===== src/rtl/cordic_iter_stage.sv =====
// Iterative CORDIC micro-rotation engine: one shift-add datapath runs i=1..ITER.
// Optional vectoring mode is enabled by defining CORDIC_VECTORING_EN.
module cordic_iter_stage #(
  parameter int WIDTH = 8,
  parameter int OW    = WIDTH + 2,
  parameter int ZW    = 16,
  parameter int ITER  = 7
) (
  input  logic                    C,
  input  logic                    R,
  input  logic                    CE,
  input  logic signed [WIDTH-1:0] x_in,
  input  logic signed [WIDTH-1:0] y_in,
  input  logic signed [ZW-1:0]    z_in,
`ifdef CORDIC_VECTORING_EN
  input  logic                    mode,
`endif
  input  logic                    in_valid,
  output logic                    in_ready,
  output logic signed [OW-1:0]    x_out,
  output logic signed [OW-1:0]    y_out,
  output logic signed [ZW-1:0]    z_out,
  output logic                    out_valid,
  input  logic                    out_ready
);

  localparam int IW   = $clog2(ITER + 1);
  // ROM is tabulated for a 16-bit angle; other ZW values rescale it.
  localparam int SH_L = (ZW >= 16) ? ZW - 16 : 0;
  localparam int SH_R = (ZW < 16) ? 16 - ZW : 0;
  localparam int RND  = (1 << SH_R) >> 1;

  typedef enum logic [1:0] {IDLE, RUN, DONE} state_t;

  state_t                state_q, state_d;
  logic [IW-1:0]         cnt_q, cnt_d;
  logic signed [OW-1:0]  x_q, x_d, y_q, y_d;
  logic signed [ZW-1:0]  z_q, z_d;
  logic                  in_ready_q, in_ready_d;
  logic                  out_valid_q, out_valid_d;
`ifdef CORDIC_VECTORING_EN
  logic                  vec_q, vec_d;
`endif

  logic signed [OW-1:0]  x_sh, y_sh;
  logic signed [ZW-1:0]  atan_i;
  logic                  d_pos;

  function automatic logic signed [ZW-1:0] atan_rom(input logic [IW-1:0] i);
    int v;
    case (int'(i))
      1:       v = 4836;
      2:       v = 2555;
      3:       v = 1297;
      4:       v = 651;
      5:       v = 326;
      6:       v = 163;
      7:       v = 81;
      8:       v = 41;
      9:       v = 20;
      10:      v = 10;
      11:      v = 5;
      12:      v = 3;
      13:      v = 1;
      14:      v = 1;
      default: v = 0;
    endcase
    return ZW'(((v <<< SH_L) + RND) >>> SH_R);
  endfunction

  always_comb begin
    x_sh   = x_q >>> cnt_q;
    y_sh   = y_q >>> cnt_q;
    atan_i = atan_rom(cnt_q);
`ifdef CORDIC_VECTORING_EN
    // Vectoring steers y toward zero; rotation steers z toward zero.
    d_pos  = vec_q ? y_q[OW-1] : ~z_q[ZW-1];
`else
    d_pos  = ~z_q[ZW-1];
`endif
  end

  always_comb begin
    state_d     = state_q;
    cnt_d       = cnt_q;
    x_d         = x_q;
    y_d         = y_q;
    z_d         = z_q;
    in_ready_d  = in_ready_q;
    out_valid_d = out_valid_q;
`ifdef CORDIC_VECTORING_EN
    vec_d       = vec_q;
`endif
    if (CE) begin
      case (state_q)
        IDLE: begin
          if (in_valid) begin
            x_d        = {{(OW-WIDTH){x_in[WIDTH-1]}}, x_in};
            y_d        = {{(OW-WIDTH){y_in[WIDTH-1]}}, y_in};
            z_d        = z_in;
            cnt_d      = IW'(1);
            state_d    = RUN;
            in_ready_d = 1'b0;
`ifdef CORDIC_VECTORING_EN
            vec_d      = mode;
`endif
          end
        end
        RUN: begin
          x_d = d_pos ? x_q - y_sh : x_q + y_sh;
          y_d = d_pos ? y_q + x_sh : y_q - x_sh;
          z_d = d_pos ? z_q - atan_i : z_q + atan_i;
          if (cnt_q == IW'(ITER)) begin
            state_d     = DONE;
            out_valid_d = 1'b1;
          end else begin
            cnt_d = cnt_q + IW'(1);
          end
        end
        DONE: begin
          // Return to IDLE only; the next accept waits one more edge.
          if (out_ready) begin
            state_d     = IDLE;
            out_valid_d = 1'b0;
            in_ready_d  = 1'b1;
          end
        end
        default: begin
          state_d     = IDLE;
          out_valid_d = 1'b0;
          in_ready_d  = 1'b1;
        end
      endcase
    end
  end

  always_ff @(posedge C) begin
    if (R) begin
      state_q     <= IDLE;
      cnt_q       <= '0;
      x_q         <= '0;
      y_q         <= '0;
      z_q         <= '0;
      in_ready_q  <= 1'b1;
      out_valid_q <= 1'b0;
`ifdef CORDIC_VECTORING_EN
      vec_q       <= 1'b0;
`endif
    end else begin
      state_q     <= state_d;
      cnt_q       <= cnt_d;
      x_q         <= x_d;
      y_q         <= y_d;
      z_q         <= z_d;
      in_ready_q  <= in_ready_d;
      out_valid_q <= out_valid_d;
`ifdef CORDIC_VECTORING_EN
      vec_q       <= vec_d;
`endif
    end
  end

  assign x_out     = x_q;
  assign y_out     = y_q;
  assign z_out     = z_q;
  assign in_ready  = in_ready_q;
  assign out_valid = out_valid_q;

endmodule


===== config.mk =====
export PLATFORM = sky130hd
export DESIGN_NAME = cordic_iter_stage
export DESIGN_NICKNAME = d
export VERILOG_FILES = /design/src/rtl/cordic_iter_stage.sv
export SDC_FILE = /design/constraint.sdc
export NUM_CORES = 1
export LEC_CHECK = 0
export ABC_AREA = 1
export BUFFER_PORTS_ARGS = -buffer_cell sky130_fd_sc_hd__buf_2
export CORE_ASPECT_RATIO = 0.75
export CORE_MARGIN = 10
export CORE_UTILIZATION = 55
export CTS_CLUSTER_SIZE = 40
export DETAILED_ROUTE_END_ITERATION = 10
export PLACE_DENSITY = 0.78
export SLEW_MARGIN = 20
export SYNTH_ARGS = -nofsm -noshare
export SYNTH_HDL_FRONTEND = slang
export SYNTH_SLANG_ARGS = --single-unit

===== constraint.sdc =====
create_clock -name C -period 3.63 [get_ports C]
set_input_delay 0.1815 -clock C [delete_from_list [all_inputs] [get_ports C]]
set_output_delay 0.1815 -clock C [all_outputs]
set_load 0.02 [all_outputs]

* Yosys cells after proc, flatten, opt, wreduce, memory -nomap -nowiden
Index checks and enable logic that the tools add are counted.
** Word-level totals
- Word-level logic and storage cells :: 61
- Bits in registers :: 43
- Latch bits :: 0
- RAM bits :: 0
- Output and inout bits :: 38
- Memories :: 0
- ROM bits :: 0
- Input port bits :: 37
** Cells by class
- Div/mod/pow operators :: 0
- Mux-type cells :: 23
- Equal/unequal tests :: 13
- Bitwise gates (word level) :: 2
- $mul :: 0
- Shift operators :: 2
- Reduce and logical (&&, ||, !) cells :: 7
- Magnitude comparators :: 0
- Add/sub/neg operators :: 7
** Operators with widths (count)
- $pmux 13 s7 :: 1
- $mux 10 :: 4
- $pmux 10 s2 :: 2
- $mux 16 :: 2
- $pmux 16 s2 :: 1
- $add 10x10->10 :: 2
- $sshr 10x3->10 :: 2
- $sub 10x10->10 :: 2
- $add 16x16->16 :: 1
- $reduce_and 4->1 :: 4
- $sub 16x16->16 :: 1
- $eq 3x3->1 const B :: 4
- $ne 2x2->1 const B :: 4
- $eq 3x2->1 const B :: 2
- $mux 2 :: 3
- $mux 3 :: 2
- $pmux 1 s3 :: 2
- $pmux 2 s3 :: 1
- $pmux 3 s2 :: 1
- $mux 1 :: 4
- $add 3x1->3 const B :: 1
- $eq 3x1->1 const B :: 1
- $reduce_and 3->1 :: 1
- $eq 2x1->1 const B :: 1
- other kinds (4) :: 5

* Longest topological paths before layout
Gate-level depths: netlist (run 1).
- Word-level depth :: 5
- Mapped depth :: 27
- Mapped depth without buffers :: 25

* Worst setup path after synthesis (run 1)
OpenSTA, ideal clock, no wires.
- Kind :: register -> register
- From :: reg cnt_q[0]
- To :: reg z_q[15], in the netlist z_out[15]
- Path buffers :: 2
- Data required time :: 3498 ps
- Stages on the path, launching flop included :: 24
- Setup slack :: 382 ps
- Clock period less this slack :: 3248 ps
- Arrival time :: 3116 ps
- Setup time :: 132 ps
- Path through :: dfxtp_1 > buf_4 > inv_2 > buf_6 > ha_1 > nand2_2 > nand3b_1 > nor2_2 > inv_1 > nor3_2 > or2_2 > xor2_1 > inv_1 > ha_1 > nand2_1 > o21a_1 > nand2_1 > nand2_1 > o21ai_0 > nand2_1 > nand3b_1 > nand3_1 > nand2_1 > a21oi_1
** On the way
- Cells in the longest elaborated chain, start to end :: 5
- Elaborated cells on any way between the ends :: 12
- Those cells by class :: add/sub (2); eq/ne (7); mux (3)
** Ends and longest elaborated chain
- from (decl) :: line 36 : logic [IW-1:0] cnt_q, cnt_d;
- from (signal assigned) :: line 151 : cnt_q <= cnt_d;
- $eq 3x3->1, or another cell as far along :: line 51 : case (int'(i))
- $pmux 13 s7 (*) :: line 51
- $sub 16x16->16 or $add 16x16->16 (tied branches) :: line 112 : z_d = d_pos ? z_q - atan_i : z_q + atan_i;
- $mux 16 (*) :: line 112
- $pmux 16 s2 (*) :: line 95 : case (state_q)
- to (signal assigned) :: line 154 : z_q <= z_d;
- to (decl) :: line 38 : logic signed [ZW-1:0] z_q, z_d;
Every way passes the cells marked *; elsewhere a longest branch is shown, timed or not.
A chain may end at the register's enable or synchronous reset.

* Worst setup path in the final report (run 1)
- From :: reg cnt_q[0]
- To :: reg z_q[13], in the netlist z_out[13]
Same word-level chain as after synthesis.

==> results of run 1 <==
through the flow:
stage	setup TNS [ns]	worst slack, ns	area, µm²
floorplan	0	0.382	4740
global placement	0	0.294	5180
detailed placement	0	0.137	5180
CTS	0	0.0869	5330
global route	-0.0000369	-0.0000369	5400
finish	0	0.259	5400
cell type report:
type,count,area [µm²],area share (%)
flip-flops and latches,43,863,16.0
inverters,83,312,5.77
repair buffers,88,494,9.16
clock inverters,3,23.8,0.440
clock buffers,5,125,2.32
multi-input cells,605,3440,63.8
well taps,108,135,2.50
how the worst max path moves through the flow:
stage	startpoint	end	slack, ns	cells past startpoint
after floorplan	cnt_q[0]	z_out[15]	0.38	23
after global placement	cnt_q[0]	x_out[9]	0.29	23
after detailed placement	cnt_q[0]	x_out[9]	0.14	24
after CTS	cnt_q[0]	x_out[9]	0.09	24
after global routing	cnt_q[0]	z_out[13]	-0.00004	21
final	cnt_q[0]	z_out[13]	0.26	21
registers in the layout (all words and copies together) (netlist names):
register	cells
z_out	16
x_out	10
y_out	10
cnt_q	3
state_q	2
in_ready	1
out_valid	1
timing repair:
action	CTS	global route
hold buffers	0	0
resized for setup	0	16
buffers inserted	0	1
setup endpoints to repair	0	10
layout by cell type, fill, tap and decap left out, types with 16 or more instances in the layout:
cell,instances
sky130_fd_sc_hd__nand2_1,200
sky130_fd_sc_hd__inv_1,78
sky130_fd_sc_hd__buf_2,74
sky130_fd_sc_hd__nand3_1,72
sky130_fd_sc_hd__a21oi_1,60
sky130_fd_sc_hd__o21ai_0,54
sky130_fd_sc_hd__ha_1,47
sky130_fd_sc_hd__nor2_1,44
sky130_fd_sc_hd__dfxtp_1,41
sky130_fd_sc_hd__xor2_1,28
sky130_fd_sc_hd__a31oi_1,16
worst max-delay path: stages (launching register included):
cell                       delay, ns
sky130_fd_sc_hd__dfxtp_2        0.36
sky130_fd_sc_hd__ha_1           0.24
sky130_fd_sc_hd__ha_1           0.18
sky130_fd_sc_hd__inv_1          0.11
sky130_fd_sc_hd__nand3b_1       0.16
sky130_fd_sc_hd__nor2_4         0.15
sky130_fd_sc_hd__inv_1          0.08
sky130_fd_sc_hd__nor3_2         0.14
sky130_fd_sc_hd__or2_2          0.16
sky130_fd_sc_hd__xor2_1         0.16
sky130_fd_sc_hd__inv_1          0.07
sky130_fd_sc_hd__ha_1           0.35
sky130_fd_sc_hd__nand2_1        0.11
sky130_fd_sc_hd__o21a_1         0.13
sky130_fd_sc_hd__nand2_1        0.07
sky130_fd_sc_hd__nand2_1        0.13
sky130_fd_sc_hd__nand2_1        0.12
sky130_fd_sc_hd__a21oi_2        0.16
sky130_fd_sc_hd__xor2_1         0.19
sky130_fd_sc_hd__nand2_1        0.08
sky130_fd_sc_hd__nand2_1        0.06
sky130_fd_sc_hd__a21oi_1        0.05
kinds of logic after synthesis:
kind of cell               count (synthesis)
and+or+nand+nor                          345
AOI/OAI and AO/OA                        170
xor gates and xnor gates                  40
DFF                                       43
buffers and inverters                    115
adders and majority gates                 50
layer usage:
metal	track usage, %	vias up	share of wire [%]	routed length, µm
met5	0	-	0	0
met4	4.10	0	0.89	130
met3	5.37	17	7.9	1150
met2	34.0	193	42	6200
met1	30.6	2369	49	7150
li1	-	2672	-	-
power breakdown:
| group | total [mW] | switching (mW) | internal, mW |
|---|---|---|---|
| sequential | 0.584 | 0.0659 | 0.518 |
| combinational | 1.59 | 1.00 | 0.588 |
| clock | 0.469 | 0.211 | 0.258 |
==> impl_metrics.xml, run 1 <==
<?xml version="1.0" encoding="UTF-8"?>
<metrics>
  <group name="run_status">
    <metric name="outcome" unit="">finished, final reports clean</metric>
  </group>
  <group name="logic_synthesis">
    <metric name="synth.top_cells.by_area" unit="">sky130_fd_sc_hd__dfxtp_1, sky130_fd_sc_hd__nand2_1, sky130_fd_sc_hd__ha_1</metric>
    <metric name="synthesis.nets" unit="">850</metric>
    <metric name="synthDominantAreaCellType" unit="">sky130_fd_sc_hd__dfxtp_1</metric>
    <metric name="yosys_warnings" unit="">0</metric>
    <metric name="synth_cells" unit="">763</metric>
    <metric name="synthFlopType" unit="">sky130_fd_sc_hd__dfxtp_1</metric>
    <metric name="synthesis.area" unit="mm²">0.00474</metric>
    <metric name="yosysSeqAreaShare" unit="%">18.2</metric>
    <metric name="synth_compound_area_share" unit="%">20.0</metric>
    <metric name="synth-xor-area-share" unit="%">7.40</metric>
    <metric name="ys_async_rst_share" unit="%">0</metric>
    <metric name="synthDominantCellAreaShare" unit="%">18.2</metric>
    <metric name="synth_top_family_by_area" unit="">simple AND/OR/NAND/NOR gates</metric>
    <metric name="yosys.cell_count.top_type" unit="">sky130_fd_sc_hd__nand2_1</metric>
    <metric name="postSynthRegisterBits" unit="">43</metric>
    <metric name="post_synth_and_or_nand_nor_area_fraction" unit="%">30.9</metric>
    <metric name="synth_adder_area_share" unit="%">13.7</metric>
    <metric name="number_of_flops_mapped_to_enable_cells_by_yosys" unit="">0</metric>
    <metric name="cell_variety_after_synth" unit="">39</metric>
    <metric name="post_synth_most_frequent_cells" unit="">sky130_fd_sc_hd__nand2_1, sky130_fd_sc_hd__inv_1, sky130_fd_sc_hd__nand3_1, sky130_fd_sc_hd__a21oi_1, sky130_fd_sc_hd__o21ai_0</metric>
    <metric name="synth.area.mux_share" unit="%">0</metric>
    <metric name="synthesis.area_per_instance" unit="µm²">6.21</metric>
  </group>
  <group name="run">
    <metric name="timing.max_cap.violations" unit="">0</metric>
  </group>
  <group name="drt">
    <metric name="dr.pass1.iters" unit="">6</metric>
    <metric name="total_routed_length" unit="mm">14.6</metric>
    <metric name="final_antenna_net_count" unit="">0</metric>
    <metric name="remaining_drc_errors" unit="">0</metric>
    <metric name="route.detailed.wl_per_inst" unit="µm">15.7</metric>
    <metric name="drt_iter0_drc" unit="">495</metric>
    <metric name="detail_routed_via_count_per_cell" unit="">5.62</metric>
    <metric name="detailroute.via_count" unit="">5251</metric>
  </group>
  <group name="critical_path">
    <metric name="critPathCaptureType" unit="">register</metric>
    <metric name="r2r_start" unit="">cnt_q[0]</metric>
    <metric name="worst_setup_path_class" unit="">register to register</metric>
    <metric name="worst_r2r_path_depth" unit="">21</metric>
    <metric name="setup.reg_to_reg.worst_slack" unit="ns">0.26</metric>
    <metric name="worstPathArrival" unit="ns">3.55</metric>
    <metric name="critPathLaunchType" unit="">register</metric>
    <metric name="worst-endpoint-required" unit="ns">3.81</metric>
    <metric name="rr_endpoint" unit="">z_out[13]</metric>
    <metric name="crit_path_max_fanout" unit="">6</metric>
  </group>
  <group name="layout">
    <metric name="nFillCells" unit="">818</metric>
    <metric name="drive_gt1_share" unit="%">14.9</metric>
    <metric name="final_cell_count_no_fill" unit="">935</metric>
    <metric name="antenna-diode-count" unit="">0</metric>
    <metric name="flow.area_growth_from_synthesis" unit="%">13.9</metric>
    <metric name="final_util" unit="%">64.1</metric>
    <metric name="layout.nets" unit="">913</metric>
  </group>
  <group name="floorplanning">
    <metric name="die_width" unit="µm">127</metric>
    <metric name="floorplan.initialDensity" unit="%">56.3</metric>
    <metric name="total_number_of_placement_rows" unit="">29</metric>
    <metric name="fp.dieArea" unit="mm²">0.0128</metric>
    <metric name="core" unit="mm²">0.00842</metric>
    <metric name="ios" unit="">75</metric>
    <metric name="die_h" unit="µm">100</metric>
  </group>
  <group name="global_routing">
    <metric name="antenna_found_initial" unit="">0</metric>
    <metric name="gr-total-overflow" unit="">0</metric>
    <metric name="first_global_vias" unit="">4925</metric>
    <metric name="global_route_wire_length_before_repair" unit="mm">23.6</metric>
    <metric name="maximum_number_of_pins_on_one_net_before_global_route_repair" unit="">52</metric>
    <metric name="global_route.usage.total" unit="%">22.0</metric>
  </group>
  <group name="worst_hold_path">
    <metric name="hold_class" unit="">input port to register</metric>
    <metric name="hold_path_end" unit="">y_out[1]</metric>
    <metric name="hold_depth" unit="">3</metric>
    <metric name="hold_path_startpoint" unit="">y_in[1]</metric>
  </group>
  <group name="timing">
    <metric name="timing_max_transition_violations_final" unit="">0</metric>
    <metric name="holdWs" unit="ns">0.160</metric>
    <metric name="clock.fmax" unit="MHz">297</metric>
    <metric name="worst_slew_pin_slew" unit="ns">0.918</metric>
    <metric name="final-hold-violation-count" unit="">0</metric>
    <metric name="timing.final.setup_violations" unit="">0</metric>
    <metric name="timing.slew.headroom" unit="%">38.8</metric>
    <metric name="final.period_utilization" unit="%">92.9</metric>
    <metric name="finalCriticalPeriod" unit="ns">3.37</metric>
    <metric name="clock-skew-final" unit="ns">0.00759</metric>
  </group>
  <group name="clocking">
    <metric name="clock_tree.root_cell" unit="">sky130_fd_sc_hd__clkbuf_16</metric>
    <metric name="cts_buffer_depth" unit="">2</metric>
    <metric name="clk_transition_reported_paths" unit="ns">0.07</metric>
    <metric name="clock_tree_from_tritoncts" unit="">built</metric>
    <metric name="ctsHtreeMaxLevel" unit="">2</metric>
    <metric name="clkSinkCount" unit="">43</metric>
    <metric name="clkLatencyLatePin" unit="ns">0.29</metric>
    <metric name="cts_made_buffers" unit="">5</metric>
  </group>
  <group name="power">
    <metric name="worst_case_vdd_ir_drop" unit="mV">0.283</metric>
    <metric name="power_density" unit="mW/mm²">490</metric>
    <metric name="post-layout-total-power" unit="mW">2.65</metric>
    <metric name="leakagePower" unit="nW">2.85</metric>
  </group>
  <group name="place">
    <metric name="place_congestion" unit="">0.930</metric>
    <metric name="dpl.cell_count" unit="">926</metric>
    <metric name="io_buffer_count" unit="">74</metric>
    <metric name="detailed_place_hpwl" unit="mm">11.3</metric>
  </group>
</metrics>
Note: power is estimated with default switching activity, not from simulation.
==> run 2, diff against run 1 <==
- CELL_PAD_IN_SITES_DETAIL_PLACEMENT: unset -> 0
- CELL_PAD_IN_SITES_GLOBAL_PLACEMENT: unset -> 2
- CORE_UTILIZATION: 55 -> 31
- GPL_ROUTABILITY_DRIVEN: unset -> 0
- PLACE_DENSITY: 0.78 -> unset
- PLACE_DENSITY_LB_ADDON: unset -> 0.1
==> run 2 against run 1 <==
Count of clock-buffer cells in the layout is the same. Critical path depth decreased by 1. Setup slack improved by 0.063 ns. Global-route usage down 6.4 points. Sequential share of layout area is 0.63 points lower. Clock skew is 0.0035 ns higher. Worst hold slack worse by 0.016 ns. Total power increased by 6.6%. Routed wire length up 12%. Via count decreased by 3.4%. Core utilization decreased by 27 points. Die area up 62%. Critical path type unchanged. Largest power group unchanged.
==> impl_metrics.xml, run 2 (same netlist as run 1, synthesis figures left out) <==
<?xml version="1.0" encoding="UTF-8"?>
<metrics>
  <group name="run_status">
    <metric name="outcome" unit="">finished, final reports clean</metric>
  </group>
  <group name="layout">
    <metric name="layout.nets" unit="">919</metric>
    <metric name="nFillCells" unit="">1689</metric>
    <metric name="largest_register_ffs" unit="">16</metric>
    <metric name="antenna-diode-count" unit="">0</metric>
    <metric name="most_used_cells_in_the_layout_excluding_fill_and_tap_cells" unit="">sky130_fd_sc_hd__nand2_1, sky130_fd_sc_hd__inv_1, sky130_fd_sc_hd__buf_2, sky130_fd_sc_hd__nand3_1, sky130_fd_sc_hd__a21oi_1</metric>
    <metric name="flow.area_growth_from_synthesis" unit="%">19.1</metric>
    <metric name="drive_gt1_share" unit="%">16.8</metric>
    <metric name="layout_commonest_cell" unit="">sky130_fd_sc_hd__nand2_1</metric>
  </group>
  <group name="timing">
    <metric name="timing_max_transition_violations_final" unit="">0</metric>
    <metric name="finalCriticalPeriod" unit="ns">3.31</metric>
    <metric name="fin_tns_setup" unit="ns">0</metric>
    <metric name="timing.final.setup_violations" unit="">0</metric>
    <metric name="clock.fmax" unit="MHz">302</metric>
    <metric name="timing.slew.headroom" unit="%">30.9</metric>
    <metric name="worst_slew_pin_slew" unit="ns">1.04</metric>
    <metric name="grt_setup_unrepaired" unit="">false</metric>
    <metric name="holdWs" unit="ns">0.144</metric>
    <metric name="final.period_utilization" unit="%">91.1</metric>
    <metric name="clock-skew-final" unit="ns">0.0111</metric>
    <metric name="final-hold-violation-count" unit="">0</metric>
  </group>
  <group name="critical_path">
    <metric name="crit_path_max_fanout" unit="">7</metric>
    <metric name="setup.reg_to_reg.worst_slack" unit="ns">0.32</metric>
    <metric name="worst_setup_path_class" unit="">register to register</metric>
    <metric name="r2r_start" unit="">cnt_q[0]</metric>
    <metric name="critPathCaptureType" unit="">register</metric>
    <metric name="worst-endpoint-required" unit="ns">3.82</metric>
    <metric name="critPathLaunchType" unit="">register</metric>
    <metric name="worstPathArrival" unit="ns">3.50</metric>
    <metric name="startpoint" unit="">cnt_q[0]</metric>
    <metric name="rr_endpoint" unit="">z_out[13]</metric>
    <metric name="worst_r2r_path_depth" unit="">20</metric>
  </group>
  <group name="drt">
    <metric name="route.detailed.wl_per_inst" unit="µm">15.7</metric>
    <metric name="detail_routed_via_count_per_cell" unit="">4.89</metric>
    <metric name="drt_iter0_drc" unit="">301</metric>
    <metric name="dr.pass1.iters" unit="">5</metric>
    <metric name="total_routed_length" unit="mm">16.3</metric>
    <metric name="final_antenna_net_count" unit="">0</metric>
    <metric name="remaining_drc_errors" unit="">0</metric>
    <metric name="detailroute.via_count" unit="">5072</metric>
  </group>
  <group name="clocking">
    <metric name="clkLatencyLatePin" unit="ns">0.30</metric>
    <metric name="cts_buffer_depth" unit="">2</metric>
    <metric name="ctsHtreeMaxLevel" unit="">2</metric>
    <metric name="clkSinkCount" unit="">43</metric>
    <metric name="clock_tree_from_tritoncts" unit="">built</metric>
    <metric name="clock_tree.root_cell" unit="">sky130_fd_sc_hd__clkbuf_16</metric>
    <metric name="clk_transition_reported_paths" unit="ns">0.08</metric>
    <metric name="cts_made_buffers" unit="">5</metric>
  </group>
  <group name="floorplanning">
    <metric name="fp.dieArea" unit="mm²">0.0207</metric>
    <metric name="die_width" unit="µm">163</metric>
    <metric name="core" unit="mm²">0.0151</metric>
    <metric name="ios" unit="">75</metric>
    <metric name="total_number_of_placement_rows" unit="">39</metric>
    <metric name="floorplan.initialDensity" unit="%">31.3</metric>
    <metric name="die_h" unit="µm">127</metric>
  </group>
  <group name="worst_hold_path">
    <metric name="hold_path_end" unit="">x_out[2]</metric>
    <metric name="hold_path_startpoint" unit="">x_in[2]</metric>
    <metric name="hold_depth" unit="">3</metric>
    <metric name="hold_class" unit="">input port to register</metric>
  </group>
  <group name="power">
    <metric name="leakagePower" unit="nW">2.92</metric>
    <metric name="power_density" unit="mW/mm²">500</metric>
    <metric name="worst_case_vdd_ir_drop" unit="mV">0.199</metric>
  </group>
  <group name="global_routing">
    <metric name="maximum_number_of_pins_on_one_net_before_global_route_repair" unit="">31</metric>
    <metric name="first_global_vias" unit="">4947</metric>
    <metric name="global_route.usage.total" unit="%">15.7</metric>
    <metric name="antenna_found_initial" unit="">0</metric>
    <metric name="gr-total-overflow" unit="">0</metric>
    <metric name="global_route_wire_length_before_repair" unit="mm">26.3</metric>
  </group>
  <group name="place">
    <metric name="detailed_place_hpwl" unit="mm">12.8</metric>
    <metric name="io_buffer_count" unit="">74</metric>
  </group>
  <group name="run">
    <metric name="timing.max_cap.violations" unit="">0</metric>
  </group>
</metrics>
run 2: cell count changes in the layout (fill, tap and decap cells not counted), moves of 2 or more:
| cell | change |
|---|---|
| sky130_fd_sc_hd__fa_1 | -2 |
| sky130_fd_sc_hd__fa_2 | +2 |
| sky130_fd_sc_hd__bufinv_16 | +2 |
| sky130_fd_sc_hd__nand2_1 | -3 |
| sky130_fd_sc_hd__buf_4 | +7 |
| sky130_fd_sc_hd__nand2_2 | +2 |
| sky130_fd_sc_hd__buf_6 | -2 |
run 2: cell type report:
type / count / area [µm²] / area share [%]
clock buffers: 5 / 125 / 2.22
clock inverters: 3 / 67.6 / 1.20
inverters: 83 / 312 / 5.52
multi-input cells: 606 / 3490 / 61.9
flip-flops and latches: 43 / 867 / 15.4
well taps: 205 / 256 / 4.55
repair buffers: 93 / 524 / 9.29
run 2: how the worst max path moves through the flow:
| stage | slack (ns) | cells past startpoint | to |
|---|---|---|---|
| finish | 0.32 | 20 | z_out[13] |
| global route | 0.002 | 21 | x_out[8] |
| CTS | 0.03 | 21 | x_out[8] |
| detailed placement | 0.06 | 21 | x_out[8] |
| global placement | 0.06 | 21 | x_out[8] |
| floorplan | 0.38 | 23 | z_out[15] |
run 2: repair_timing:
action | 4_1_cts | 5_1_grt
endpoints found under the setup margin | 0 | 13
hold buffers | 0 | 0
buffers inserted | 0 | 1
gates resized for setup | 0 | 27
run 2: power breakdown:
| part | total, mW | internal (mW) | switching [mW] |
|---|---|---|---|
| Sequential | 0.579 | 0.518 | 0.0612 |
| Clock | 0.623 | 0.395 | 0.228 |
| Combinational | 1.62 | 0.602 | 1.02 |
run 2: stage by stage:
step | setup WS (ns) | instance area [µm²] | std cells | power (mW) | utilization (%)
after floorplan | 0.382 | 4740 | 763 | 1.77 | -
after global placement | 0.0574 | 5340 | 1028 | 2.14 | 35.3
after detailed placement | 0.0581 | 5340 | 1028 | 2.15 | 35.3
after CTS | 0.0287 | 5540 | 1036 | 2.80 | 36.6
after global routing | 0.00160 | 5640 | 1038 | 3.09 | 37.3
final | 0.322 | 5640 | 1038 | 2.82 | 37.3
run 2: layer usage:
layer  track usage (%)  part of all wire, %  vias up  routed length [µm]
met5                 0                    0        -                   0
met4              2.91                 0.78        0                 127
met3              4.69                  6.5        7                1060
met2              21.4                   38      106                6190
met1              23.4                   55     2276                8960
li1                  -                    -     2683                   -
run 2: worst max-delay path, stage by stage, from the launching register on:
cell and delay [ns]:
sky130_fd_sc_hd__dfxtp_4 0.37, sky130_fd_sc_hd__ha_1 0.23, sky130_fd_sc_hd__ha_1 0.20, sky130_fd_sc_hd__inv_2 0.10
sky130_fd_sc_hd__nand3b_1 0.14, sky130_fd_sc_hd__nor2_4 0.15, sky130_fd_sc_hd__ha_1 0.24, sky130_fd_sc_hd__nand2_1 0.06
sky130_fd_sc_hd__o21ai_0 0.19, sky130_fd_sc_hd__ha_1 0.35, sky130_fd_sc_hd__nand3_1 0.08, sky130_fd_sc_hd__nand3_1 0.14
sky130_fd_sc_hd__nand2_1 0.09, sky130_fd_sc_hd__nand2_1 0.09, sky130_fd_sc_hd__nand2_2 0.12, sky130_fd_sc_hd__nand2_1 0.12
sky130_fd_sc_hd__a21oi_2 0.15, sky130_fd_sc_hd__xor2_1 0.16, sky130_fd_sc_hd__nand2_1 0.07, sky130_fd_sc_hd__nand2_1 0.07
sky130_fd_sc_hd__a21oi_1 0.05
